===== src/rtl/ram_1p_arb.sv =====
// Two-host arbiter in front of a single-port RAM using the Ibex req/gnt/rvalid
// handshake. Byte-enable writes are emulated with a read-modify-write, and only
// one RAM access is ever outstanding, so responses return in request order.
module ram_1p_arb #(
   parameter int Width = 32,
   parameter int Depth = 128,
   parameter int Aw    = $clog2(Depth)
) (
   input  logic               clk_i,
   input  logic               rst_ni,

   input  logic               h0_req_i,
   output logic               h0_gnt_o,
   input  logic               h0_we_i,
   input  logic [Width/8-1:0] h0_be_i,
   input  logic [Aw-1:0]      h0_addr_i,
   input  logic [Width-1:0]   h0_wdata_i,
   output logic               h0_rvalid_o,
   output logic [Width-1:0]   h0_rdata_o,

   input  logic               h1_req_i,
   output logic               h1_gnt_o,
   input  logic               h1_we_i,
   input  logic [Width/8-1:0] h1_be_i,
   input  logic [Aw-1:0]      h1_addr_i,
   input  logic [Width-1:0]   h1_wdata_i,
   output logic               h1_rvalid_o,
   output logic [Width-1:0]   h1_rdata_o,

   output logic               ram_req_o,
   output logic               ram_write_o,
   output logic [Aw-1:0]      ram_addr_o,
   output logic [Width-1:0]   ram_wdata_o,
   input  logic               ram_rvalid_i,
   input  logic [Width-1:0]   ram_rdata_i
);

   localparam int Bw = Width / 8;

   typedef enum logic {ACCEPT, MERGE} state_e;

   state_e             state_q, state_d;
   logic               last_gnt_q;      // 0: h0 granted last, 1: h1 granted last
   logic               resp_pend_q, resp_pend_d;
   logic               resp_owner_q, resp_owner_d;
   logic [Aw-1:0]      lat_addr_q;
   logic [Bw-1:0]      lat_be_q;
   logic [Width-1:0]   lat_wdata_q;
   logic               lat_owner_q;

   logic               sel_h1;
   logic               gnt_any;
   logic               latch_en;
   logic               sel_we;
   logic [Bw-1:0]      sel_be;
   logic [Aw-1:0]      sel_addr;
   logic [Width-1:0]   sel_wdata;

   // Byte-wise merge: enabled bytes come from the new data, the rest from the RAM.
   function automatic logic [Width-1:0] merge_bytes(input logic [Width-1:0] new_data,
                                                    input logic [Width-1:0] old_data,
                                                    input logic [Bw-1:0]    be);
      logic [Width-1:0] res;
      res = old_data;
      for (int b = 0; b < Bw; b++) begin
         if (be[b]) res[8*b +: 8] = new_data[8*b +: 8];
      end
      return res;
   endfunction

   // Round-robin pick and mux of the winning host's request fields.
   always_comb begin
      sel_h1    = h1_req_i && (!h0_req_i || !last_gnt_q);
      sel_we    = sel_h1 ? h1_we_i    : h0_we_i;
      sel_be    = sel_h1 ? h1_be_i    : h0_be_i;
      sel_addr  = sel_h1 ? h1_addr_i  : h0_addr_i;
      sel_wdata = sel_h1 ? h1_wdata_i : h0_wdata_i;
   end

   // Next-state, grants and RAM command; a partial write diverts into MERGE.
   always_comb begin
      state_d      = state_q;
      h0_gnt_o     = 1'b0;
      h1_gnt_o     = 1'b0;
      gnt_any      = 1'b0;
      latch_en     = 1'b0;
      ram_req_o    = 1'b0;
      ram_write_o  = 1'b0;
      ram_addr_o   = '0;
      ram_wdata_o  = '0;
      resp_pend_d  = 1'b0;
      resp_owner_d = resp_owner_q;

      unique case (state_q)
         ACCEPT: begin
            if (h0_req_i || h1_req_i) begin
               gnt_any    = 1'b1;
               h0_gnt_o   = !sel_h1;
               h1_gnt_o   = sel_h1;
               ram_req_o  = 1'b1;
               ram_addr_o = sel_addr;
               if (!sel_we || (&sel_be)) begin
                  ram_write_o  = sel_we;
                  ram_wdata_o  = sel_wdata;
                  resp_pend_d  = 1'b1;
                  resp_owner_d = sel_h1;
               end else begin
                  // Fetch the old word; the host sees no response for this read.
                  latch_en = 1'b1;
                  state_d  = MERGE;
               end
            end
         end
         MERGE: begin
            if (ram_rvalid_i) begin
               ram_req_o    = 1'b1;
               ram_write_o  = 1'b1;
               ram_addr_o   = lat_addr_q;
               ram_wdata_o  = merge_bytes(lat_wdata_q, ram_rdata_i, lat_be_q);
               resp_pend_d  = 1'b1;
               resp_owner_d = lat_owner_q;
               state_d      = ACCEPT;
            end
         end
         default: state_d = ACCEPT;
      endcase
   end

   // State, arbitration history, response tracking and the RMW capture.
   always_ff @(posedge clk_i or negedge rst_ni) begin
      if (!rst_ni) begin
         state_q      <= ACCEPT;
         last_gnt_q   <= 1'b1;
         resp_pend_q  <= 1'b0;
         resp_owner_q <= 1'b0;
         lat_addr_q   <= '0;
         lat_be_q     <= '0;
         lat_wdata_q  <= '0;
         lat_owner_q  <= 1'b0;
      end else begin
         state_q      <= state_d;
         resp_pend_q  <= resp_pend_d;
         resp_owner_q <= resp_owner_d;
         if (gnt_any) last_gnt_q <= sel_h1;
         if (latch_en) begin
            lat_addr_q  <= sel_addr;
            lat_be_q    <= sel_be;
            lat_wdata_q <= sel_wdata;
            lat_owner_q <= sel_h1;
         end
      end
   end

   assign h0_rvalid_o = resp_pend_q && !resp_owner_q;
   assign h1_rvalid_o = resp_pend_q &&  resp_owner_q;
   assign h0_rdata_o  = ram_rdata_i;
   assign h1_rdata_o  = ram_rdata_i;

endmodule


===== config.mk =====
export PLATFORM = sky130hd
export DESIGN_NAME = ram_1p_arb
export DESIGN_NICKNAME = d
export VERILOG_FILES = /design/src/rtl/ram_1p_arb.sv
export SDC_FILE = /design/constraint.sdc
export NUM_CORES = 1
export LEC_CHECK = 0
export ABC_AREA = 1
export ABC_CLOCK_PERIOD_IN_PS = 1900
export BUFFER_PORTS_ARGS = -buffer_cell sky130_fd_sc_hd__buf_2
export CORE_MARGIN = 3
export CORE_UTILIZATION = 25
export DETAILED_ROUTE_END_ITERATION = 10
export GPL_TIMING_DRIVEN = 0
export PLACE_DENSITY = 0.61
export SETUP_SLACK_MARGIN = 0.02
export SYNTH_ARGS = -nofsm -noshare
export SYNTH_HDL_FRONTEND = slang
export SYNTH_SLANG_ARGS = --single-unit

===== constraint.sdc =====
create_clock -name clk_i -period 1.9 [get_ports clk_i]
set_input_delay 0.38 -clock clk_i [delete_from_list [all_inputs] [get_ports clk_i]]
set_output_delay 0.38 -clock clk_i [all_outputs]
set_load 0.03 [all_outputs]

==> Word-level counts from Yosys, hierarchy flattened <==
Index checks and enable logic that the tools add are counted.
{ "op_classes": {"n_eq_ne": 3, "muxes": 38, "n_bitwise": 1, "n_reduce_logical": 13} }
{ "ops": {"columns": ["operator", "count"], "rows": [
  ["32-bit two-way mux", 4],
  ["32-bit case mux with 2 select lines", 1],
  ["8-bit two-way mux", 4],
  ["7-bit two-way mux", 3],
  ["1-bit two-way mux", 19],
  ["7-bit case mux with 2 select lines", 1],
  ["1-bit case mux with 2 select lines", 5],
  ["2-bit inequality test, second input constant", 3],
  ["1-bit logical NOT", 5],
  ["4-bit two-way mux", 1],
  ["4-bit AND reduction", 1],
  ["1-bit logical AND", 3],
  ["1-bit logical OR", 3],
  ["3-bit AND reduction", 1],
  ["1-bit inverter", 1]
]} }
{ "totals": {"regBits": 48} }

==> Logic depth before layout (Yosys ltp) <==
{ "logic_depth": {"word_depth": 9, "depth_mapped": 11, "mapped_depth_nobuf": 11} }

==> Least setup slack after synthesis <==
OpenSTA, ideal clock, no wires.
{ "synth_timing": {"path_kind": "register to output", "start": "register last_gnt_q", "end": "output ram_addr_o[0]", "arrival_ns": 1.789, "setup_slack_ns": -0.269, "stages_incl_launch_ff": 6, "n_path_buf": 1, "path_cell_list": "dfstp_2 -> nand2_4 -> nand2_4 -> buf_2 -> mux2i_1 -> o21ai_0"} }
{ "synth_via": {"elab_chain_len": 6} }
{ "synth_lines": {"columns": ["element", "line", "rtl"], "rows": [
  ["from (decl)", "43", "logic last_gnt_q;"],
  ["from (signal assigned)", "144", "if (gnt_any) last_gnt_q <= sel_h1;"],
  ["1-bit logical NOT", "73", "sel_h1 = h1_req_i && (!h0_req_i || !last_gnt_q);"],
  ["1-bit logical OR", "73", null],
  ["1-bit logical AND", "73", null],
  ["7-bit two-way mux", "76", "sel_addr = sel_h1 ? h1_addr_i : h0_addr_i;"],
  ["7-bit two-way mux", "96", "if (h0_req_i || h1_req_i) begin"],
  ["7-bit case mux with 2 select lines", "94", "unique case (state_q)"],
  ["to (decl)", "32", "output logic [Aw-1:0] ram_addr_o,"]
]} }
Every way passes these cells.

==> Worst setup path after layout <==
{ "layout_timing": {"start": "register last_gnt_q", "end": "output ram_wdata_o[18]"} }
{ "layout_via": {"elab_chain_len": 9, "word_cells_on_any_way": 12} }
{ "layout_lines": {"columns": ["element", "line", "rtl"], "rows": [
  ["1-bit logical NOT (*)", "73", null],
  ["1-bit logical OR (*)", "73", null],
  ["1-bit logical AND (*)", "73", null],
  ["4-bit two-way mux / 1-bit two-way mux (equally long branches)", "75, 74", null],
  ["4-bit AND reduction / 1-bit logical NOT (equally long branches)", "102", "if (!sel_we || (&sel_be)) begin"],
  ["1-bit logical OR", "102", null],
  ["32-bit two-way mux (*)", "102", null],
  ["32-bit two-way mux (*)", "96", null],
  ["32-bit case mux with 2 select lines (*)", "94", null],
  ["to (decl)", "33", "output logic [Width-1:0] ram_wdata_o,"]
]} }
Mark *: on every way between the ends. The rest lies on a longest branch, timed or not.

==> run metrics <==
CTS root buffer clkbuf_16; register area share after synthesis 35.2%; Place WS -542 ps; deepest clock path buffer count 2; Layout fillers 1,292; Starting Density 25.7%; Setup WS post-layout -567 ps; Netlist Area Pre-Place 0.00342 mm^2; flop-to-flop setup slack -150 ps; syn_nets 557; top cell type's share of synthesized area 34.4%; vias in the first global route 3,841; Final Power 7.29 mW; Yosys reg bits 48; # placed instances 840; IO buf count 232; number of H-tree levels 2; largest net degree at the start of global routing 49; TritonCTS clock tree yes; Placed Instance Area 0.00501 mm^2; # hold bufs at CTS 0; CORE AREA 0.0133 mm^2; Peak Freq 405 MHz; Routed Antenna Nets 0; Die W 123 um; failing checks negative setup slack; GRT Max-Usage Layer met2; Req. time, crit path 1520 ps; wire per inst 15.3 um; number of flops mapped to enable cells by yosys 0; crit-path max FO 7; final hold vios 0; RSZ-0062 raised after global routing true; fin nets 838; Post-synth top flop dfrtp_1; number of distinct library cells after synthesis 22; post-route minimum period 2470 ps; CP top delay family simple AND/OR/NAND/NOR gates; IO Pins 234; Synth area leader dfrtp_1; Syn. warnings 0; total CTS buffers 5; commonest cells in the netlist nand2_1, o21ai_0, buf_4, dfrtp_1, mux2i_1; CP Capture Type primary output; GR Layer Usage met3 2.33%; setup TNS -20,360 ps; final cell count without fillers 890; final instance area 0.00651 mm^2; count leader, synth nand2_1; Post-Synthesis Cells 432; syn avg cell area 7.91 um^2; die height 123 um; routability cong. 0.741; worst hold path type in2reg; total gr overflow 0; Clock transition at path regs 70 ps; initial DRC count 110; Worst R2R Start last_gnt_q; reg2reg path depth 13; worst min-delay path startpoint ram_rvalid_i; CP Class reg2out; pwr/cell area 1120 mW/mm^2; Worst Max-Slew Pin Slew 1150 ps; area grow syn2layout 90.4%; Worst Hold Path EP state_q; crit path DAT 2090 ps; Final Max Slew Viols 0; maxcap violations 0; CTS sink count 48; Critical Path Start Type flop; Critical path buffers and inverters 3; clk_lat worst skew 290 ps; 1st-pass router iterations 4; P_leak 3.22 nW; Top cell by count, worst path nand2_2; num rows 42; Via density 4.49; max incr delay on CP 560 ps; Residual DRC 0; n_diodes 0; first-pass GRT wire length 19,900 um; DR vias 3,992; Slew HR 23.0%; gr usage total 16.7%; GRT met1 Usage 21.2%; main area contributors after synthesis dfrtp_1, buf_4, mux2i_1; Final setup violation count 42; layout cell share with drive strength beyond 1 64.6%; DRT Wirelength 13,600 um; Async SR Flop Fraction 100%; routing usage on met2 30.8%; fin util 48.9%; skew final 8.65 ps; worst hold path cell count 2; hpwl dp 9460 um; hold_ws 286 ps; initial antenna violation count 0; Reg2Reg Capture Point lat_addr_q[5]; Tcrit/Tclk final 130%; Slowest cell on crit path dfstp_2; Worst VDD drop 512 uV; die area 0.0151 mm^2; Critical Path, Cell by Cell nand2_4 -> nand3b_1 -> nand2_2 -> nor2_4 -> nand2_2 -> nand2_2 -> nand2_4 -> buf_6 -> buf_12 -> o22ai_4 -> buf_6; outcome finished, violations left
==> per-layer routing <==
| metal | routed length [um] | vias to the layer above |
|---|---|---|
| met2 | 7000 | 125 |
| li1 | - | 1968 |
| met1 | 5730 | 1893 |
| met5 | 0 | - |
| met4 | 91 | 0 |
| met3 | 758 | 6 |
==> cells by family after synthesis <==
| logic type | after synthesis | share of synthesized area, % |
|---|---|---|
| buffers and inverters | 106 | 19.7 |
| multiplexers | 39 | 11.5 |
| AO/OA/AOI/OAI | 119 | 19.0 |
| flip-flops | 48 | 35.2 |
| AND/OR/NAND/NOR | 120 | 14.6 |
==> repair_timing <==
| item | in CTS | in global routing |
|---|---|---|
| pin swaps | 9 | 11 |
| gates cloned | 4 | 2 |
| gates resized for setup | 163 | 110 |
| setup endpoints to repair | 62 | 88 |
| setup buffers | 31 | 14 |
==> power breakdown <==
| part | total [mW] | switching [mW] | internal (mW) |
|---|---|---|---|
| Sequential | 1.76 | 0.252 | 1.51 |
| Combinational | 4.50 | 2.56 | 1.95 |
| Clock | 1.03 | 0.406 | 0.620 |
==> layout by cell type (no fill, tap or decap), types with 4 or more instances in the layout <==
master	count
o22ai_2	10
o22ai_4	22
mux2i_4	13
nor2_1	33
dfrtp_1	47
buf_12	8
buf_4	88
buf_8	4
mux2i_1	11
mux2i_2	14
clkbuf_16	6
inv_1	15
o21ai_0	50
buf_2	192
o21ai_1	21
o21ai_2	14
nand2_2	8
nand2_1	66
buf_6	61
==> registers in the layout, indices dropped and copies added, names as in the netlist <==
signal	cells
lat_owner_q	1
resp_pend_q	1
lat_wdata_q	32
last_gnt_q	1
lat_be_q	4
resp_owner_q	1
lat_addr_q	7
state_q	1
==> layout make-up <==
type                            instances  area [um^2]  area share [%]
Timing Repair Buffer                  277         1920            29.5
Tap cell                              176          220            3.38
Multi-Input combinational cell        278         2220            34.1
Sequential cell                        48         1200            18.5
Clock inverter                          3         42.5           0.654
Inverter                               16         62.6           0.961
Buffer                                 87          717            11.0
Clock buffer                            5          125            1.92
==> worst max-delay path by stage <==
stage               cells after the start  startpoint         endpoint  slack, ps
detailed placement                     11  last_gnt_q  ram_wdata_o[18]       -540
finish                                 11  last_gnt_q  ram_wdata_o[18]       -570
global route                           11  last_gnt_q  ram_wdata_o[22]       -680
floorplan                               9  last_gnt_q  ram_wdata_o[10]        -90
global placement                       11  last_gnt_q  ram_wdata_o[18]       -520
CTS                                    11  last_gnt_q   ram_wdata_o[5]       -570
Power figures use the tool's default switching activity.
